<file path="src/rtl/uart_rx_if.sv">
// uart_rx_if -- signal bundle between a UART serial line and its receiver.
//   rxd       : serial line, idle high, asynchronous to the receiver clock
//   axiod     : received data word
//   axiov     : one-cycle valid strobe qualifying axiod
//   frame_err : one-cycle strobe reporting a bad stop bit
// Modports:
//   master : line/consumer side (drives rxd, observes the results)
//   slave  : receiver side (samples rxd, drives the results)
`timescale 1ns/100ps
interface uart_rx_if #(
  parameter int DATA_WIDTH = 8
);
  logic                  rxd;
  logic [DATA_WIDTH-1:0] axiod;
  logic                  axiov;
  logic                  frame_err;

  modport master (output rxd, input axiod, input axiov, input frame_err);
  modport slave  (input rxd, output axiod, output axiov, output frame_err);
endinterface

</file>
<file path="src/rtl/uart_rx.sv">
// uart_rx -- 8N1-style UART receiver, LSB first, one stop bit.
// Ports:
//   clk : single clock, all state updates on its rising edge
//   rst : asynchronous, active-low reset
//   bus : uart_rx_if.slave -- rxd in; axiod / axiov / frame_err out
// A good frame loads axiod and pulses axiov for one cycle. A low stop
// bit pulses frame_err once and then waits for the line to return high,
// so a long break reports only a single error.
`timescale 1ns/100ps
module uart_rx #(
  parameter int DATA_WIDTH  = 8,
  parameter int CLK_FREQ_HZ = 0,
  parameter int BAUDRATE    = 0
) (
  input logic     clk,
  input logic     rst,
  uart_rx_if.slave bus
);

  // Guard against the zero defaults so the block still elaborates; a
  // real instance always overrides both rate parameters.
  localparam int BAUD_RAW    = (BAUDRATE > 0) ? (CLK_FREQ_HZ / BAUDRATE) : 2;
  localparam int BAUD_PERIOD = (BAUD_RAW >= 2) ? BAUD_RAW : 2;
  localparam int CNT_W       = $clog2(BAUD_PERIOD);
  localparam int IDX_W       = (DATA_WIDTH > 1) ? $clog2(DATA_WIDTH) : 1;

  localparam logic [CNT_W-1:0] CNT_ZERO = CNT_W'(0);
  localparam logic [CNT_W-1:0] CNT_ONE  = CNT_W'(1);
  localparam logic [CNT_W-1:0] HALF_M1  = CNT_W'(BAUD_PERIOD / 2 - 1);
  localparam logic [CNT_W-1:0] FULL_M1  = CNT_W'(BAUD_PERIOD - 1);
  localparam logic [IDX_W-1:0] IDX_ZERO = IDX_W'(0);
  localparam logic [IDX_W-1:0] IDX_ONE  = IDX_W'(1);
  localparam logic [IDX_W-1:0] IDX_LAST = IDX_W'(DATA_WIDTH - 1);

  typedef enum logic [2:0] {
    IDLE      = 3'd0,
    START     = 3'd1,
    DATA      = 3'd2,
    STOP      = 3'd3,
    WAIT_IDLE = 3'd4
  } state_t;

  state_t                state_r;
  logic [CNT_W-1:0]      cnt_r;
  logic [IDX_W-1:0]      bit_idx_r;
  logic [DATA_WIDTH-1:0] shift_r;
  logic [DATA_WIDTH-1:0] axiod_r;
  logic                  axiov_r;
  logic                  frame_err_r;
  logic                  rxd_meta_r;
  logic                  rxd_s;

  assign bus.axiod     = axiod_r;
  assign bus.axiov     = axiov_r;
  assign bus.frame_err = frame_err_r;

  // Two-flop synchronizer; resets to the idle-high line level.
  always_ff @(posedge clk or negedge rst) begin
    if (!rst) begin
      rxd_meta_r <= 1'b1;
      rxd_s      <= 1'b1;
    end else begin
      rxd_meta_r <= bus.rxd;
      rxd_s      <= rxd_meta_r;
    end
  end

  // Receive FSM with baud counter, bit index, shift register and strobes.
  always_ff @(posedge clk or negedge rst) begin
    if (!rst) begin
      state_r     <= IDLE;
      cnt_r       <= CNT_ZERO;
      bit_idx_r   <= IDX_ZERO;
      shift_r     <= {DATA_WIDTH{1'b0}};
      axiod_r     <= {DATA_WIDTH{1'b0}};
      axiov_r     <= 1'b0;
      frame_err_r <= 1'b0;
    end else begin
      // Strobes are single-cycle; they are only set on the sample edge.
      axiov_r     <= 1'b0;
      frame_err_r <= 1'b0;
      case (state_r)
        IDLE: begin
          cnt_r     <= CNT_ZERO;
          bit_idx_r <= IDX_ZERO;
          if (!rxd_s) begin
            state_r <= START;
          end else begin
            state_r <= IDLE;
          end
        end
        START: begin
          // Re-check the start bit at its centre; a high line is a glitch.
          if (cnt_r == HALF_M1) begin
            cnt_r     <= CNT_ZERO;
            bit_idx_r <= IDX_ZERO;
            if (!rxd_s) begin
              state_r <= DATA;
            end else begin
              state_r <= IDLE;
            end
          end else begin
            cnt_r <= cnt_r + CNT_ONE;
          end
        end
        DATA: begin
          // Counter is now phase-aligned to bit centres; edges are ignored.
          if (cnt_r == FULL_M1) begin
            cnt_r              <= CNT_ZERO;
            shift_r[bit_idx_r] <= rxd_s;
            if (bit_idx_r == IDX_LAST) begin
              bit_idx_r <= IDX_ZERO;
              state_r   <= STOP;
            end else begin
              bit_idx_r <= bit_idx_r + IDX_ONE;
            end
          end else begin
            cnt_r <= cnt_r + CNT_ONE;
          end
        end
        STOP: begin
          if (cnt_r == FULL_M1) begin
            cnt_r <= CNT_ZERO;
            if (rxd_s) begin
              axiod_r <= shift_r;
              axiov_r <= 1'b1;
              state_r <= IDLE;
            end else begin
              frame_err_r <= 1'b1;
              state_r     <= WAIT_IDLE;
            end
          end else begin
            cnt_r <= cnt_r + CNT_ONE;
          end
        end
        WAIT_IDLE: begin
          // Hold off through a break so it yields one error, not many.
          cnt_r <= CNT_ZERO;
          if (rxd_s) begin
            state_r <= IDLE;
          end else begin
            state_r <= WAIT_IDLE;
          end
        end
        default: begin
          cnt_r     <= CNT_ZERO;
          bit_idx_r <= IDX_ZERO;
          state_r   <= IDLE;
        end
      endcase
    end
  end

endmodule
</file>
<file path="src/flat_wrapper.sv">
// flat-port wrapper written by rule: the top's interface ports become plain ports
module uart_rx_flat 
#(
  parameter int DATA_WIDTH  = 8,
  parameter int CLK_FREQ_HZ = 0,
  parameter int BAUDRATE    = 0
)
  (clk, rst, bus_rxd, bus_axiod, bus_axiov, bus_frame_err);
  uart_rx_if #(.DATA_WIDTH(DATA_WIDTH)) bus_i ();
  input logic clk;
  input logic rst;
  input wire logic [$bits(bus_i.rxd)-1:0] bus_rxd;
  output wire logic [$bits(bus_i.axiod)-1:0] bus_axiod;
  output wire logic [$bits(bus_i.axiov)-1:0] bus_axiov;
  output wire logic [$bits(bus_i.frame_err)-1:0] bus_frame_err;
  assign bus_i.rxd = bus_rxd;
  assign bus_axiod = bus_i.axiod;
  assign bus_axiov = bus_i.axiov;
  assign bus_frame_err = bus_i.frame_err;
  uart_rx #(.DATA_WIDTH(DATA_WIDTH), .CLK_FREQ_HZ(CLK_FREQ_HZ), .BAUDRATE(BAUDRATE)) u_core (.clk(clk), .rst(rst), .bus(bus_i));
endmodule
</file>
<file path="config.mk">
export PLATFORM = sky130hd
export DESIGN_NAME = uart_rx_flat
export DESIGN_NICKNAME = d
export VERILOG_FILES = /design/src/rtl/uart_rx_if.sv /design/src/rtl/uart_rx.sv /design/src/flat_wrapper.sv
export SDC_FILE = /design/constraint.sdc
export NUM_CORES = 1
export LEC_CHECK = 0
export CORE_UTILIZATION = 49
export DETAILED_ROUTE_END_ITERATION = 6
export PLACE_DENSITY = 0.73
export SLEW_MARGIN = 10
export SYNTH_ARGS = -nofsm -noshare
export SYNTH_HDL_FRONTEND = slang
export SYNTH_SLANG_ARGS = --single-unit
</file>
<file path="constraint.sdc">
create_clock -name clk -period 1.8 [get_ports clk]
set_clock_uncertainty 0.1 [all_clocks]
set_input_delay 0.27 -clock clk [delete_from_list [all_inputs] [get_ports clk]]
set_output_delay 0.27 -clock clk [all_outputs]
set_load 0.01 [all_outputs]
</file>
==> results.yml <==
sta:
  fmax_ghz: 0.579
  final-setup-viol-count: 0
  hold_viol_final: 0
  max_slew.worst_pin.slew_ns: 0.513
  fin_setup_tns_ns: 0
  period_share: 0.960
  period_needed_ns: 1.73
  rsz0062_at_grt: "true"
  maxSlewHeadroom: 0.657
  setup_slack_ns: 0.0716
  drv_slew: 0
placement:
  postPlaceCellArea_sq_um: 1390
  dp_worst_setup_slack_ns: 0.0919
  gp_congestion: 0.833
  dp_hpwl_um: 1650
  io_buffers: 12
worst_setup_path:
  path_class: "reg -> reg"
  worst-path-buf-inv: 0
  cp-end-kind: "flop"
  critPathMaxFanout: 3
  cpPeakStageDelay_ns: 0.60
  arrival_ns: 1.85
  crit_family: "simple AND/OR/NAND/NOR gates"
  critPathRequiredTime_ns: 1.92
  crit_path_start_kind: "flop"
  path_cells: "or4b_1 > nor3_2 > mux2_2"
  slowest_stage: "or4b_1"
logic_synthesis:
  yosys_register_bits: 27
  netlist.area_leader.share: 0.524
  syn-num-nets: 104
  syn_area_sq_um: 1190
  yosysWarnings: 0
  synth_area_leaders: "dfrtp_1, mux2_2, dfstp_2"
  ys.flop_type: "dfrtp_1"
  yosys.area.top_type: "dfrtp_1"
  synthArstFlopShare: 1.00
  avgSynthCellArea_sq_um: 12.1
  synth_edf_count: 0
  synthCells: 99
  ys_types: 32
  yosysSeqAreaShare: 0.568
finish:
  layout.nets: 125
  seq_area_sq_um: 678
  num_antenna_cells: 0
  nFillCells: 209
  final_util: 0.632
  multi_input_area_sq_um: 459
  final_area_sq_um: 1420
  area_growth_pct: 19.3
  drive_gt1_frac: 0.269
global_routing:
  grt_usage: 0.218
  grt_max_degree: 28
  grt_overflow_total: 0
  grt_pass1_vias: 907
  antenna_found_initial: 0
  grt_pass1_wl_um: 4110
floorplan:
  initial_utilization: 0.529
  dieArea_sq_um: 2640
  die_w_um: 51.4
  row_count: 17
  die_h_um: 51.4
  core-area_sq_um: 2250
  boundaryPins: 13
detailed_routing:
  wl_per_cell_um: 14.9
  vias_per_cell: 5.62
  first_pass_iters: 4
  drc: 0
  totalWireLength_um: 2190
  ant_nets: 0
  num_vias: 826
  first_iter_violations: 15
power_and_ir_drop:
  ir_drop_mv: 0.902
  power_density_nw_per_um2: 1410
  p_leak_nw: 0.645
  power_mw: 2.01
clock_tree:
  cts-htree-levels: 1
  post_cts_buffers: 0
  insertion_delay_ns: 0.33
  root_buffer: "clkbuf_4"
  cts.clk_slew.worst_paths_ns: 0.15
  cts_made_buffers: 3
  cts_tree: "yes"
  cts_resized: 0
  hold_buffers: 0
  cts_buffer_depth: 2
  cts.sinks: 27
worst_hold_path:
  hold_class: "in -> async"
run_status:
  status: "finished, final reports clean"
job:
  drv_cap: 0
registers in the layout, summed over array words and instances (netlist names):
signal,count
u_core.shift_r,8
u_core.bus.axiod,8
u_core.state_r,3
u_core.bus.frame_err,1
u_core.cnt_r,1
u_core.rxd_s,1
u_core.bus.axiov,1
u_core.rxd_meta_r,1
u_core.bit_idx_r,3
synth_stat cells, types with 2 or more instances:
cell type and instances:
a21oi_1 4, a221oi_1 2, a31oi_1 2, buf_2 3, clkbuf_1 3, dfrtp_1 25
dfstp_2 2, ha_1 2, inv_1 5, mux2_2 11, nand2_1 3, nand3_1 3
nor3_1 4, nor3_2 2, nor3b_1 2, o21ai_0 6, o31ai_1 4, or2_2 2
worst paths after layout:
path                                    from                  end  slack (ns)  cells after the start
min in group clk                     bus_rxd    u_core.rxd_meta_r        0.23                      1
max reg2reg                u_core.state_r[2]    u_core.shift_r[0]        0.07                      3
min reg2reg                u_core.rxd_meta_r         u_core.rxd_s        0.27                      0
min                                      rst  u_core.bus.axiod[0]        0.20                      2
max                        u_core.state_r[2]    u_core.shift_r[0]        0.07                      3
max in group asynchronous                rst    u_core.rxd_meta_r        1.10                      2
power breakdown:
group	switching [mW]	total (mW)	leakage (nW)	internal [mW]
registers	0.135	0.927	0.352	0.792
clock network	0.181	0.266	0.0139	0.0850
logic	0.391	0.818	0.279	0.427
total	0.707	2.01	0.645	1.30
per-layer routing:
| metal | global-route usage | share of wire |
|---|---|---|
| met1 | 0.264 | 0.44 |
| met4 | 0.126 | 0.024 |
| met3 | 0.0298 | 0.022 |
| met5 | 0 | 0 |
| met2 | 0.368 | 0.51 |
layout by cell type (no fill, tap or decap), types with 2 or more instances in the layout:
master and n:
a21oi_1 4, a221oi_1 2, or2_2 2, nand3_1 3, nor3b_1 2, nor3_1 4
buf_4 11, mux2_2 11, a31oi_1 2, o21ai_0 6, nand2_1 3, dfrtp_1 25
nor3_2 2, ha_1 2, clkdlybuf4s50_1 12, o31ai_1 4, dfstp_2 2, clkbuf_4 3
inv_1 5
layout make-up:
type | count | share of cell area
well taps | 28 | 0.0246
clock buffers | 3 | 0.0158
clock inverters | 1 | 0.00527
flip-flops and latches | 27 | 0.476
inverters | 5 | 0.0132
multi-input cells | 60 | 0.322
repair buffers | 23 | 0.142
cell families after synthesis:
logic type | share of synthesized area
DFF | 0.568
adders and majority gates | 0.0210
and+or+nand+nor | 0.136
AOI/OAI and AO/OA | 0.106
muxes | 0.122
buffers and inverters | 0.0472
metrics by stage:
stage / hold WS [ns] / cells
5_1_grt: 0.202 / 147
2_1_floorplan: -0.126 / 99
3_5_place_dp: 0.251 / 143
3_3_place_gp: 0.248 / 143
6_report: 0.203 / 147
4_1_cts: 0.218 / 147
(Power assumes the default switching activity.)
